`config.mk`:
```
export PLATFORM = sky130hd
export DESIGN_NAME = matrix_multiply_3x3_feeder
export DESIGN_NICKNAME = d
export VERILOG_FILES = /design/src/rtl/matrix_multiply_3x3_feeder.sv
export SDC_FILE = /design/constraint.sdc
export NUM_CORES = 1
export LEC_CHECK = 0
export BUFFER_PORTS_ARGS = -buffer_cell sky130_fd_sc_hd__buf_2
export CELL_PAD_IN_SITES_DETAIL_PLACEMENT = 1
export CELL_PAD_IN_SITES_GLOBAL_PLACEMENT = 2
export CORE_MARGIN = 2
export CORE_UTILIZATION = 35
export DETAILED_ROUTE_END_ITERATION = 6
export HOLD_SLACK_MARGIN = 0.02
export PLACE_DENSITY = 0.81
export RECOVER_POWER = 100
export SLEW_MARGIN = 15
export SYNTH_ARGS = -nofsm -noshare
export SYNTH_HDL_FRONTEND = slang
export SYNTH_SLANG_ARGS = --single-unit
```
`constraint.sdc`:
```
create_clock -name system1000 -period 9.2 [get_ports system1000]
set_clock_uncertainty 0.2 [all_clocks]
set_input_delay 1.84 -clock system1000 [delete_from_list [all_inputs] [get_ports system1000]]
set_output_delay 1.84 -clock system1000 [all_outputs]
set_load 0.02 [all_outputs]
```
`src/rtl/matrix_multiply_3x3_feeder.sv`:
```
// Feeds a 3x3 matrix-multiply core: passes sample vectors through with one cycle of
// latency and streams a snapshot of the 9-entry coefficient shadow bank on request.
module matrix_multiply_3x3_feeder #(
    parameter int COEF_W = 16,
    parameter int SMP_W  = 16
) (
    input  logic                          system1000,
    input  logic                          system1000_rst,
    input  logic                          cfg_we,
    input  logic [3:0]                    cfg_addr,
    input  logic [COEF_W-1:0]             cfg_data,
    input  logic                          cfg_commit,
    input  logic                          smp_valid,
    input  logic [SMP_W-1:0]              smp_x0,
    input  logic [SMP_W-1:0]              smp_x1,
    input  logic [SMP_W-1:0]              smp_x2,
    output logic [6+COEF_W+3*SMP_W-1:0]   arg,
    output logic                          busy,
    output logic                          load_done
);
    localparam logic [COEF_W-1:0] COEF_ONE = COEF_W'(1) << (COEF_W - 2);

    typedef enum logic {IDLE, LOAD} state_t;

    state_t              state_q, state_d;
    logic [3:0]          idx_q, idx_d;
    logic                pending_q, pending_d;
    logic                boot_q;
    logic                snap;
    logic                commit_req;

    logic [COEF_W-1:0]   shadow_q [9];
    logic [COEF_W-1:0]   shadow_d [9];
    logic [COEF_W-1:0]   xfer_q   [9];

    logic                sv_q, sv_d;
    logic                cw_q, cw_d;
    logic [3:0]          cidx_q, cidx_d;
    logic [COEF_W-1:0]   coef_q, coef_d;
    logic [3*SMP_W-1:0]  data_q, data_d;
    logic                done_q, done_d;

    // The first cycle out of reset acts as a commit so the core starts with identity.
    assign commit_req = cfg_commit | boot_q;

    genvar gi;
    generate
        for (gi = 0; gi < 9; gi++) begin : g_bank
            // Snapshot takes shadow_d so a write in the commit cycle is captured.
            always_comb begin
                shadow_d[gi] = shadow_q[gi];
                if (cfg_we && cfg_addr == 4'(gi))
                    shadow_d[gi] = cfg_data;
            end

            always_ff @(posedge system1000) begin
                if (system1000_rst) begin
                    shadow_q[gi] <= (gi % 4 == 0) ? COEF_ONE : '0;
                    xfer_q[gi]   <= '0;
                end else begin
                    shadow_q[gi] <= shadow_d[gi];
                    if (snap)
                        xfer_q[gi] <= shadow_d[gi];
                end
            end
        end
    endgenerate

    always_ff @(posedge system1000) begin
        if (system1000_rst) begin
            state_q   <= IDLE;
            idx_q     <= '0;
            pending_q <= 1'b0;
            boot_q    <= 1'b1;
        end else begin
            state_q   <= state_d;
            idx_q     <= idx_d;
            pending_q <= pending_d;
            boot_q    <= 1'b0;
        end
    end

    always_comb begin
        state_d   = state_q;
        idx_d     = idx_q;
        pending_d = pending_q;
        snap      = 1'b0;
        case (state_q)
            IDLE: begin
                if (commit_req) begin
                    state_d   = LOAD;
                    idx_d     = '0;
                    pending_d = 1'b0;
                    snap      = 1'b1;
                end
            end
            LOAD: begin
                if (idx_q == 4'd8) begin
                    idx_d     = '0;
                    pending_d = 1'b0;
                    if (pending_q || commit_req)
                        snap = 1'b1;
                    else
                        state_d = IDLE;
                end else begin
                    idx_d = idx_q + 4'd1;
                    if (commit_req)
                        pending_d = 1'b1;
                end
            end
            default: state_d = IDLE;
        endcase
    end

    always_comb begin
        cw_d   = (state_q == LOAD);
        cidx_d = (state_q == LOAD) ? idx_q : 4'd0;
        coef_d = (state_q == LOAD) ? xfer_q[idx_q] : '0;
        sv_d   = smp_valid;
        data_d = smp_valid ? {smp_x2, smp_x1, smp_x0} : data_q;
        done_d = cw_q && (cidx_q == 4'd8);
    end

    always_ff @(posedge system1000) begin
        if (system1000_rst) begin
            sv_q   <= 1'b0;
            cw_q   <= 1'b0;
            cidx_q <= '0;
            coef_q <= '0;
            data_q <= '0;
            done_q <= 1'b0;
        end else begin
            sv_q   <= sv_d;
            cw_q   <= cw_d;
            cidx_q <= cidx_d;
            coef_q <= coef_d;
            data_q <= data_d;
            done_q <= done_d;
        end
    end

    assign arg       = {sv_q, cw_q, cidx_q, coef_q, data_q};
    assign busy      = cw_q;
    assign load_done = done_q;
endmodule

```
==> results by stage, run 1 <==
Global routing:
- The global-route wire length before repair is 69.5 mm.
- After global routing the overflow that remains totals 0.
- The largest net degree at the start of global routing is 113.
- The number of global-route vias before repair is 11700.
- The initial antenna violation count is 3.
- Global routing used 20.6% of the available tracks.

Floorplanning:
- The standard cell core area is 40900 sq um.
- The y dimension of the die is 208 um.
- The die outline width is 208 um.
- The boundary pin count is 145.
- The die footprint is 43200 sq um.
- The number of standard-cell rows in the floorplan is 74.
- The initial utilization of the core area, before any placement, comes to 35.6%.

Finish:
- The number of fillers in the final layout is 4560.
- After routing the design area is 16600 sq um.
- The share of post-route cells with drive strength above 1 is 15.1%.
- The number of antenna repair diodes is 0.
- The net count of the finished layout is 1495.
- The sequential cells in the finished layout cover a total of 8770 sq um.
- The area of the multi-input gates is 5150 sq um.
- The area growth from synthesis to layout is 14.0%.
- The end-of-flow core utilization is 40.5%.

Drt:
- The detail-routed via count per cell is 5.69.
- For this block, the routed nets add up to 45.5 mm of wire.
- The number of vias in the routed layout is 11300.
- The remaining design rule violation count is 0.
- The number of iterations in the first detailed-routing pass is 5.
- In this run the remaining antenna-violating nets after routing total 0.
- Dividing the detail-routed wire length by the instance count gives 22.9 um.
- After the first detailed-routing iteration, the DRC count stood at 881.

Timing:
- The number of setup violations in the final report is 0.
- At the pin with the least slew margin, the transition time is 5.05 ns.
- Summed over all failing endpoints, the final setup total negative slack is 0 ns.
- The worst path in the final design needs a cycle of 6.33 ns, including I/O delays and setup.
- The final-report hold violation count is 0.
- Derived from the worst setup path, the maximum achievable clock frequency is 158 MHz.
- The share of the clock period used by the worst path is 68.8%.
- Across all setup checks in the final design, the least slack found is 2.87 ns.
- The number of max-slew violations in the final report is 455.
- The worst slew margin relative to its limit is -237%.
- Setup repair after global routing left no endpoint under its margin.

Clock tree:
- Buffers added to address setup during post-CTS repair amount to 0.
- The number of hold buffers added after CTS was 0.
- The number of H-tree levels is 2.
- The clock drives 366 sinks.
- TritonCTS built the clock tree.
- After clock tree synthesis, the repair step resized 0 gates.
- In this run the clock root is driven by a sky130_fd_sc_hd__clkbuf_16.
- After clock tree synthesis, the clock-pin slew on the worst setup and hold paths is 0.06 ns.
- The maximum buffer depth of the clock tree is 3.
- The latest clock arrival within the worst-skew pair is 0.53 ns.
- The total CTS buffers is 40.

Status:
- The run finished, with violations left.
- The checks that failed: max-capacitance violations, max-slew violations.

Synthesis:
- The cell type with the highest aggregate area in the netlist is sky130_fd_sc_hd__dfxtp_1.
- Ranked by total cell area, the synthesized netlist is headed by sky130_fd_sc_hd__dfxtp_1 (31%), sky130_fd_sc_hd__edfxtp_1 (30%), sky130_fd_sc_hd__a21oi_1 (9.0%), sky130_fd_sc_hd__nand3_1 (5.0%), sky130_fd_sc_hd__o21ai_0 (5.0%).
- The Yosys step of the flow raised 0 warnings.
- The combined area of all synthesized cells is 14600 sq um.
- Synthesis instantiated 39 different standard cells from the library.
- Yosys mapped a number of flops with a built-in enable equal to 144.
- A synthesized cell averages 10.8 sq um.
- In the synthesized netlist the dominant register cell turns out to be sky130_fd_sc_hd__dfxtp_1.
- Counting every net in the synthesized netlist gives 1428.
- Of the synthesized area, sequential elements account for 60.2%.
- The post-synthesis async set-or-reset flop share is 0%.
- The top cell type by area accounts for 30.5% of the synthesized area.
- The synthesized instance count is 1353.
- The flop and latch count out of synthesis is 366.

Placed design:
- The HPWL reported at the end of detailed placement is 25.1 mm.
- The port buffer count is 144.
- The cell area after placement is 15500 sq um.
- At the placement stage, the worst setup path has a slack of 3.93 ns.
- The weighted congestion reported at the end of routability-driven placement is 0.726.

Hold path:
- The worst hold path belongs to the class register to register.
- Counting instances, the worst hold path has a depth of 2.

Setup path:
- The kind of start point of the critical path is an input port.
- The endpoint arrival time on the critical path is 6.30 ns.
- The number of cell instances on the worst register-to-register path is 7.
- Data on the critical path is required at its endpoint by 9.17 ns.
- Of all nets on the critical path, the largest fanout is 112.
- The kind of capture point of the worst setup path is a register.
- The setup path with the least slack is of type input port to register.

Pwr:
- The power density over the cells is 217 nW/um^2.
- The leakage power total is 5.73 nW.
- The power consumption is 3.61 mW.
- VDD sags by at most 102 uV.

Flow run:
- The max-capacitance violation count is 9.
kinds of logic (layout without fill, tap and decap cells):
family	Yosys count	count (layout)	synth area share, %
multiplexers	96	96	8.25
AND/OR/NAND/NOR	272	272	9.43
buffers and inverters	143	240	4.31
adder cells (fa/ha/maj)	2	2	0.172
AO/OA/AOI/OAI	474	474	17.6
flip-flops	366	366	60.2
Yosys cell counts, types with 5 or more instances:
library cell               count
sky130_fd_sc_hd__o21ai_0     145
sky130_fd_sc_hd__edfxtp_1    144
sky130_fd_sc_hd__buf_6         7
sky130_fd_sc_hd__clkbuf_1    109
sky130_fd_sc_hd__nand2b_1      6
sky130_fd_sc_hd__mux4_2       16
sky130_fd_sc_hd__nor2_1       55
sky130_fd_sc_hd__o31ai_1      16
sky130_fd_sc_hd__dfxtp_1     222
sky130_fd_sc_hd__buf_1         5
sky130_fd_sc_hd__mux2i_1      48
sky130_fd_sc_hd__mux2_2       32
sky130_fd_sc_hd__o22ai_1      16
sky130_fd_sc_hd__a21oi_1     261
sky130_fd_sc_hd__a21oi_2      30
sky130_fd_sc_hd__nand3b_1      6
sky130_fd_sc_hd__nand2_1      20
sky130_fd_sc_hd__buf_2        15
sky130_fd_sc_hd__nand3_1     145
sky130_fd_sc_hd__buf_4         5
sky130_fd_sc_hd__nor2b_1      17
registers in the layout (all words and copies together) (netlist names):
register and count:
cidx_q 4, coef_q 16, data_q 48, boot_q 1, busy 1, sv_q 1
idx_q 4, load_done 1, cw_d 1, xfer_q 144, shadow_q 144, pending_q 1
layout by cell type (no fill, tap or decap), types with 2 or more instances in the layout:
| cell type | synthesis | layout |
|---|---|---|
| sky130_fd_sc_hd__nor2_1 | 55 | 54 |
| sky130_fd_sc_hd__a21oi_2 | 30 | 22 |
| sky130_fd_sc_hd__mux2_2 | 32 | 32 |
| sky130_fd_sc_hd__a21oi_1 | 261 | 269 |
| sky130_fd_sc_hd__nand3_1 | 145 | 145 |
| sky130_fd_sc_hd__o31ai_1 | 16 | 16 |
| sky130_fd_sc_hd__mux2i_1 | 48 | 48 |
| sky130_fd_sc_hd__nor3b_2 | 0 | 2 |
| sky130_fd_sc_hd__mux4_2 | 16 | 16 |
| sky130_fd_sc_hd__buf_2 | 15 | 68 |
| sky130_fd_sc_hd__clkbuf_1 | 109 | 96 |
| sky130_fd_sc_hd__clkbuf_8 | 0 | 4 |
| sky130_fd_sc_hd__nor2b_2 | 0 | 2 |
| sky130_fd_sc_hd__ha_1 | 2 | 2 |
| sky130_fd_sc_hd__nand2b_1 | 6 | 6 |
| sky130_fd_sc_hd__and2_1 | 4 | 2 |
| sky130_fd_sc_hd__clkinv_2 | 0 | 7 |
| sky130_fd_sc_hd__and3b_1 | 4 | 4 |
| sky130_fd_sc_hd__edfxtp_1 | 144 | 144 |
| sky130_fd_sc_hd__clkbuf_16 | 0 | 41 |
| sky130_fd_sc_hd__nor3_1 | 3 | 3 |
| sky130_fd_sc_hd__o21ai_0 | 145 | 146 |
| sky130_fd_sc_hd__nand3b_1 | 6 | 6 |
| sky130_fd_sc_hd__clkinv_1 | 0 | 4 |
| sky130_fd_sc_hd__or3b_1 | 1 | 2 |
| sky130_fd_sc_hd__o22ai_1 | 16 | 16 |
| sky130_fd_sc_hd__nor2b_1 | 17 | 15 |
| sky130_fd_sc_hd__buf_4 | 5 | 16 |
| sky130_fd_sc_hd__and2_0 | 0 | 2 |
| sky130_fd_sc_hd__inv_1 | 2 | 2 |
| sky130_fd_sc_hd__nand2_1 | 20 | 20 |
| sky130_fd_sc_hd__dfxtp_1 | 222 | 221 |
power breakdown:
part	leakage (nW)	internal (mW)	total, mW	switching [mW]
Combinational	1.75	0.0839	0.299	0.215
Sequential	3.39	1.76	1.79	0.0260
Clock	0.599	0.880	1.52	0.638
layout make-up:
| class | count | share of cell area [%] |
|---|---|---|
| clock buffers | 60 | 6.86 |
| clock inverters | 12 | 0.483 |
| inverters | 2 | 0.0453 |
| multi-input cells | 844 | 31.1 |
| flip-flops and latches | 366 | 52.9 |
| well taps | 532 | 4.01 |
| repair buffers | 166 | 4.68 |
critical path: stages:
cell,delay (ns)
sky130_fd_sc_hd__buf_6,0.64
sky130_fd_sc_hd__clkbuf_1,3.58
sky130_fd_sc_hd__a21oi_1,0.14
final timing paths:
| kind | from | endpoint | slack (ns) |
|---|---|---|---|
| max | system1000_rst | shadow_q[8][15] | 2.87 |
| max reg2reg | idx_q[1] | xfer_q[2][0] | 3.78 |
| min | xfer_q[8][9] | coef_q[9] | 0.25 |
| min reg2reg | xfer_q[8][9] | coef_q[9] | 0.25 |
routing by layer:
metal	wire length, um	vias to the layer above	track usage, %
li1	-	5074	-
met1	20200	5776	28.3
met2	21600	360	34.1
met3	2670	69	3.12
met4	933	2	5.01
met5	8	-	0
metrics by stage:
step                hold slack (ns)  instances
global placement              0.231       1910
floorplan                     0.218       1353
detailed placement            0.239       1910
global route                  0.279       1982
finish                        0.249       1982
CTS                           0.253       1982
No activity file was read; power rests on OpenSTA's default activity.
==> run 2: changes to the inputs <==
==> constraint.sdc (replaced) <==
create_clock -name system1000 -period 6.1 [get_ports system1000]
set_clock_uncertainty 0.2 [all_clocks]
set_input_delay 1.22 -clock system1000 [delete_from_list [all_inputs] [get_ports system1000]]
set_output_delay 1.22 -clock system1000 [all_outputs]
set_load 0.02 [all_outputs]
==> run 2 against run 1 <==
  * The flow still finishes with violations (max-capacitance violations, max-slew violations)
  * Critical endpoint is now xfer_q[6][15]
  * Non-clock buffer count did not move
  * Die area did not move
  * Sequential cell count did not move
  * First-iteration DRC count fell by 2.4%
  * Worst hold slack got worse by 0.0036 ns
  * Sequential power rose by 51%
  * Via count fell by 0.66%
  * Sequential share of layout area fell by 0.30 points
  * Critical path depth did not move
  * Global-route usage fell by 0.21 points
  * Register-to-register slack got worse by 1.8 ns
==> results by stage, run 2 (synthesis results as in run 1) <==
Finish:
- The library cell used most frequently in the layout, excluding fill and tap cells, is sky130_fd_sc_hd__a21oi_1.
- The number of nets in the finished design is 1496.
- Leaving out fill and tap cells, the most frequent cells in the layout are sky130_fd_sc_hd__a21oi_1 (261), sky130_fd_sc_hd__dfxtp_1 (222), sky130_fd_sc_hd__o21ai_0 (147).
- In the final layout, the registers with the most flip-flops are shadow_q x144, xfer_q x144, data_q x48.
- Compared with the post-synthesis result, the final layout area differs by 14.6%.
- The non-filler instance count after layout is 1982.
- The number of antenna repair diodes is 0.
- In the final layout, the share of cells above drive strength 1 is 15.7%.

Global routing:
- The largest net degree at the start of global routing is 145.
- The initial antenna violation count is 5.
- The global-route wire length before repair is 69.1 mm.
- For this run the aggregate overflow at the end of global routing stands at 0.
- The number of global-route vias before repair is 11700.
- Global routing used 20.4% of the available tracks.

Drt:
- The post-route antenna net violation count is 0.
- The number of vias in the routed layout is 11200.
- The total routed wirelength is 45.2 mm.
- The remaining design rule violation count is 0.
- After detailed routing, the average wire length per cell comes to 22.8 um.
- For this run, the detailed router's first-pass iteration total came to 5.
- After the first detailed-routing iteration, the DRC count stood at 860.
- The detail-routed via count per cell is 5.65.

Placed design:
- Summed over all nets, the half-perimeter wirelength after detailed placement is 25.0 mm.
- After detailed placement, the design holds a cell count of 1910.
- During placement, the flow inserted port buffers numbering 144.
- The setup slack at placement is 2.16 ns.
- Routability-driven placement finished with a final weighted congestion of 0.729.

Pwr:
- The leakage power total is 5.76 nW.
- Of the total power, the share spent switching nets is 24.1%.
- The switching power is 1.33 mW.
- The combinational power share is 8.2%.
- The worst-case IR drop observed on VDD is 185 uV.
- The power density over the cells is 330 nW/um^2.
- The share of total power dissipated in sequential elements is 49.0%.
- The proportion of power drawn by the clock network is 42.8%.
- Cell internal power was estimated by the tool at 4.18 mW.

Floorplanning:
- The y dimension of the die is 208 um.
- The initial core utilization is 35.6%.
- The standard cell core area is 40900 sq um.
- The die covers 43200 sq um.
- For this design the top-level I/O count stands at 145.
- From left edge to right edge, the die measures 208 um.
- Row generation in the floorplan step produced 74 rows.

Timing:
- Based on the critical path, the design can be clocked at up to 230 MHz.
- The slew at the pin with the worst max-slew slack is 3.44 ns.
- The worst slew margin relative to its limit is -130%.
- Adding up every negative setup slack in the final design gives 0 ns.
- Subtracting the final worst setup slack from the clock period gives 4.35 ns.
- Setup repair after global routing left no endpoint under its margin.
- The number of max-slew violations in the final report is 328.
- The share of the clock period used by the worst path is 71.3%.
- Setup violations remaining at the end of the flow were counted as 0.
- The final-report hold violation count is 0.
- The final worst-path setup slack is 1.75 ns.

Setup path:
- The worst setup path is captured at a register.
- The signal on the critical path passes through buf_6 -> or2_4 -> clkbuf_2.
- The largest stage delay on the critical path is 1.38 ns.
- For the worst setup path, the data required time is 6.01 ns.
- The slowest library cell on the worst path is sky130_fd_sc_hd__clkbuf_2.
- The maximum fanout count along the critical path is 124.
- The start-to-end type of the worst setup path is input port to register.
- The combined buffer and inverter count along the critical path is 2.
- The endpoint arrival time on the critical path is 4.26 ns.
- Grouping stages by cell kind, the critical path spends the most delay in buffers and inverters.
- The worst setup path is launched from an input port.

Clock tree:
- The maximum buffer depth of the clock tree is 3.
- The total number of clock tree sinks is 366.
- The post-CTS setup-driven buffer insertion count is 0.
- TritonCTS built the clock tree.
- The latest clock arrival within the worst-skew pair is 0.52 ns.
- The clock transition at the register clock pins on the worst setup and hold paths after CTS is 0.06 ns.
- Buffers inserted during clock tree synthesis total 41.
- The number of H-tree levels is 2.
- The tree is rooted in a sky130_fd_sc_hd__clkbuf_16.
- After clock tree synthesis, the flow added hold-fix buffers numbering 0.
- In this run, post-CTS repair resized a total of 0 instances.

Hold path:
- The worst min-delay path category is register to register.

Flow run:
- Max-cap violations in this run came to 8.

Status:
- The checks that failed: max-capacitance violations, max-slew violations.
- The flow ran to the end, but the final reports show violations.
[run 2: cell types whose count changed in the layout (fill, tap and decap cells not counted), moves of 2 or more]
| cell | previous run | this run |
|---|---|---|
| sky130_fd_sc_hd__clkbuf_2 | 0 | 2 |
| sky130_fd_sc_hd__clkbuf_8 | 4 | 6 |
| sky130_fd_sc_hd__a21oi_1 | 269 | 261 |
| sky130_fd_sc_hd__a21oi_2 | 22 | 30 |
| sky130_fd_sc_hd__clkbuf_1 | 96 | 94 |
| sky130_fd_sc_hd__clkinv_2 | 7 | 0 |
[run 2: routing by layer]
| metal | GRT usage, % | up-vias | part of all wire (%) |
|---|---|---|---|
| li1 | - | 5070 | - |
| met1 | 27.8 | 5778 | 45 |
| met2 | 34.2 | 293 | 48 |
| met3 | 3.31 | 61 | 5.5 |
| met4 | 4.18 | 4 | 1.8 |
| met5 | 0 | - | 0.040 |
[run 2: layout make-up]
type	instances	area, sq um
fill	4484	24200
inverter	2	7.51
clock buffer	64	1170
tap	532	666
sequential	366	8770
timing repair buffer	166	796
clock inverter	8	87.6
multi-input combinational	844	5180
[run 2: final timing paths]
kind,to,cells after the start,startpoint,slack (ns)
setup / recovery,xfer_q[6][15],3,system1000_rst,1.75
hold reg to reg,coef_q[4],2,xfer_q[8][4],0.25
hold / removal,coef_q[4],2,xfer_q[8][4],0.25
setup reg to reg,coef_q[5],5,idx_q[0],1.96
[run 2: metrics by stage]
stage	total power [mW]	area, sq um	utilization, %	hold WS, ns
after CTS	5.56	16800	41.1	0.248
after floorplan	3.03	14600	-	0.218
after global placement	3.19	15500	38.0	0.233
after detailed placement	3.21	15500	38.0	0.229
after global routing	5.69	16700	40.8	0.273
final	5.51	16700	40.8	0.245
[run 2: power by group through the flow]
stage	Combinational, mW	Clock, mW	Sequential [mW]
final	0.452	2.36	2.70
after detailed placement	0.461	0	2.75
after global placement	0.453	0	2.74
after floorplan	0.263	0	2.77
after CTS	0.462	2.40	2.70
after global routing	0.485	2.50	2.71
[run 2: worst reg2reg max path, cell delays in order (launching register included)]
cell                       delay [ns]
sky130_fd_sc_hd__dfxtp_1         0.33
sky130_fd_sc_hd__buf_4           0.39
sky130_fd_sc_hd__clkbuf_1        1.74
sky130_fd_sc_hd__mux4_2          0.54
sky130_fd_sc_hd__nor2b_1         0.07
sky130_fd_sc_hd__o31ai_1         0.69
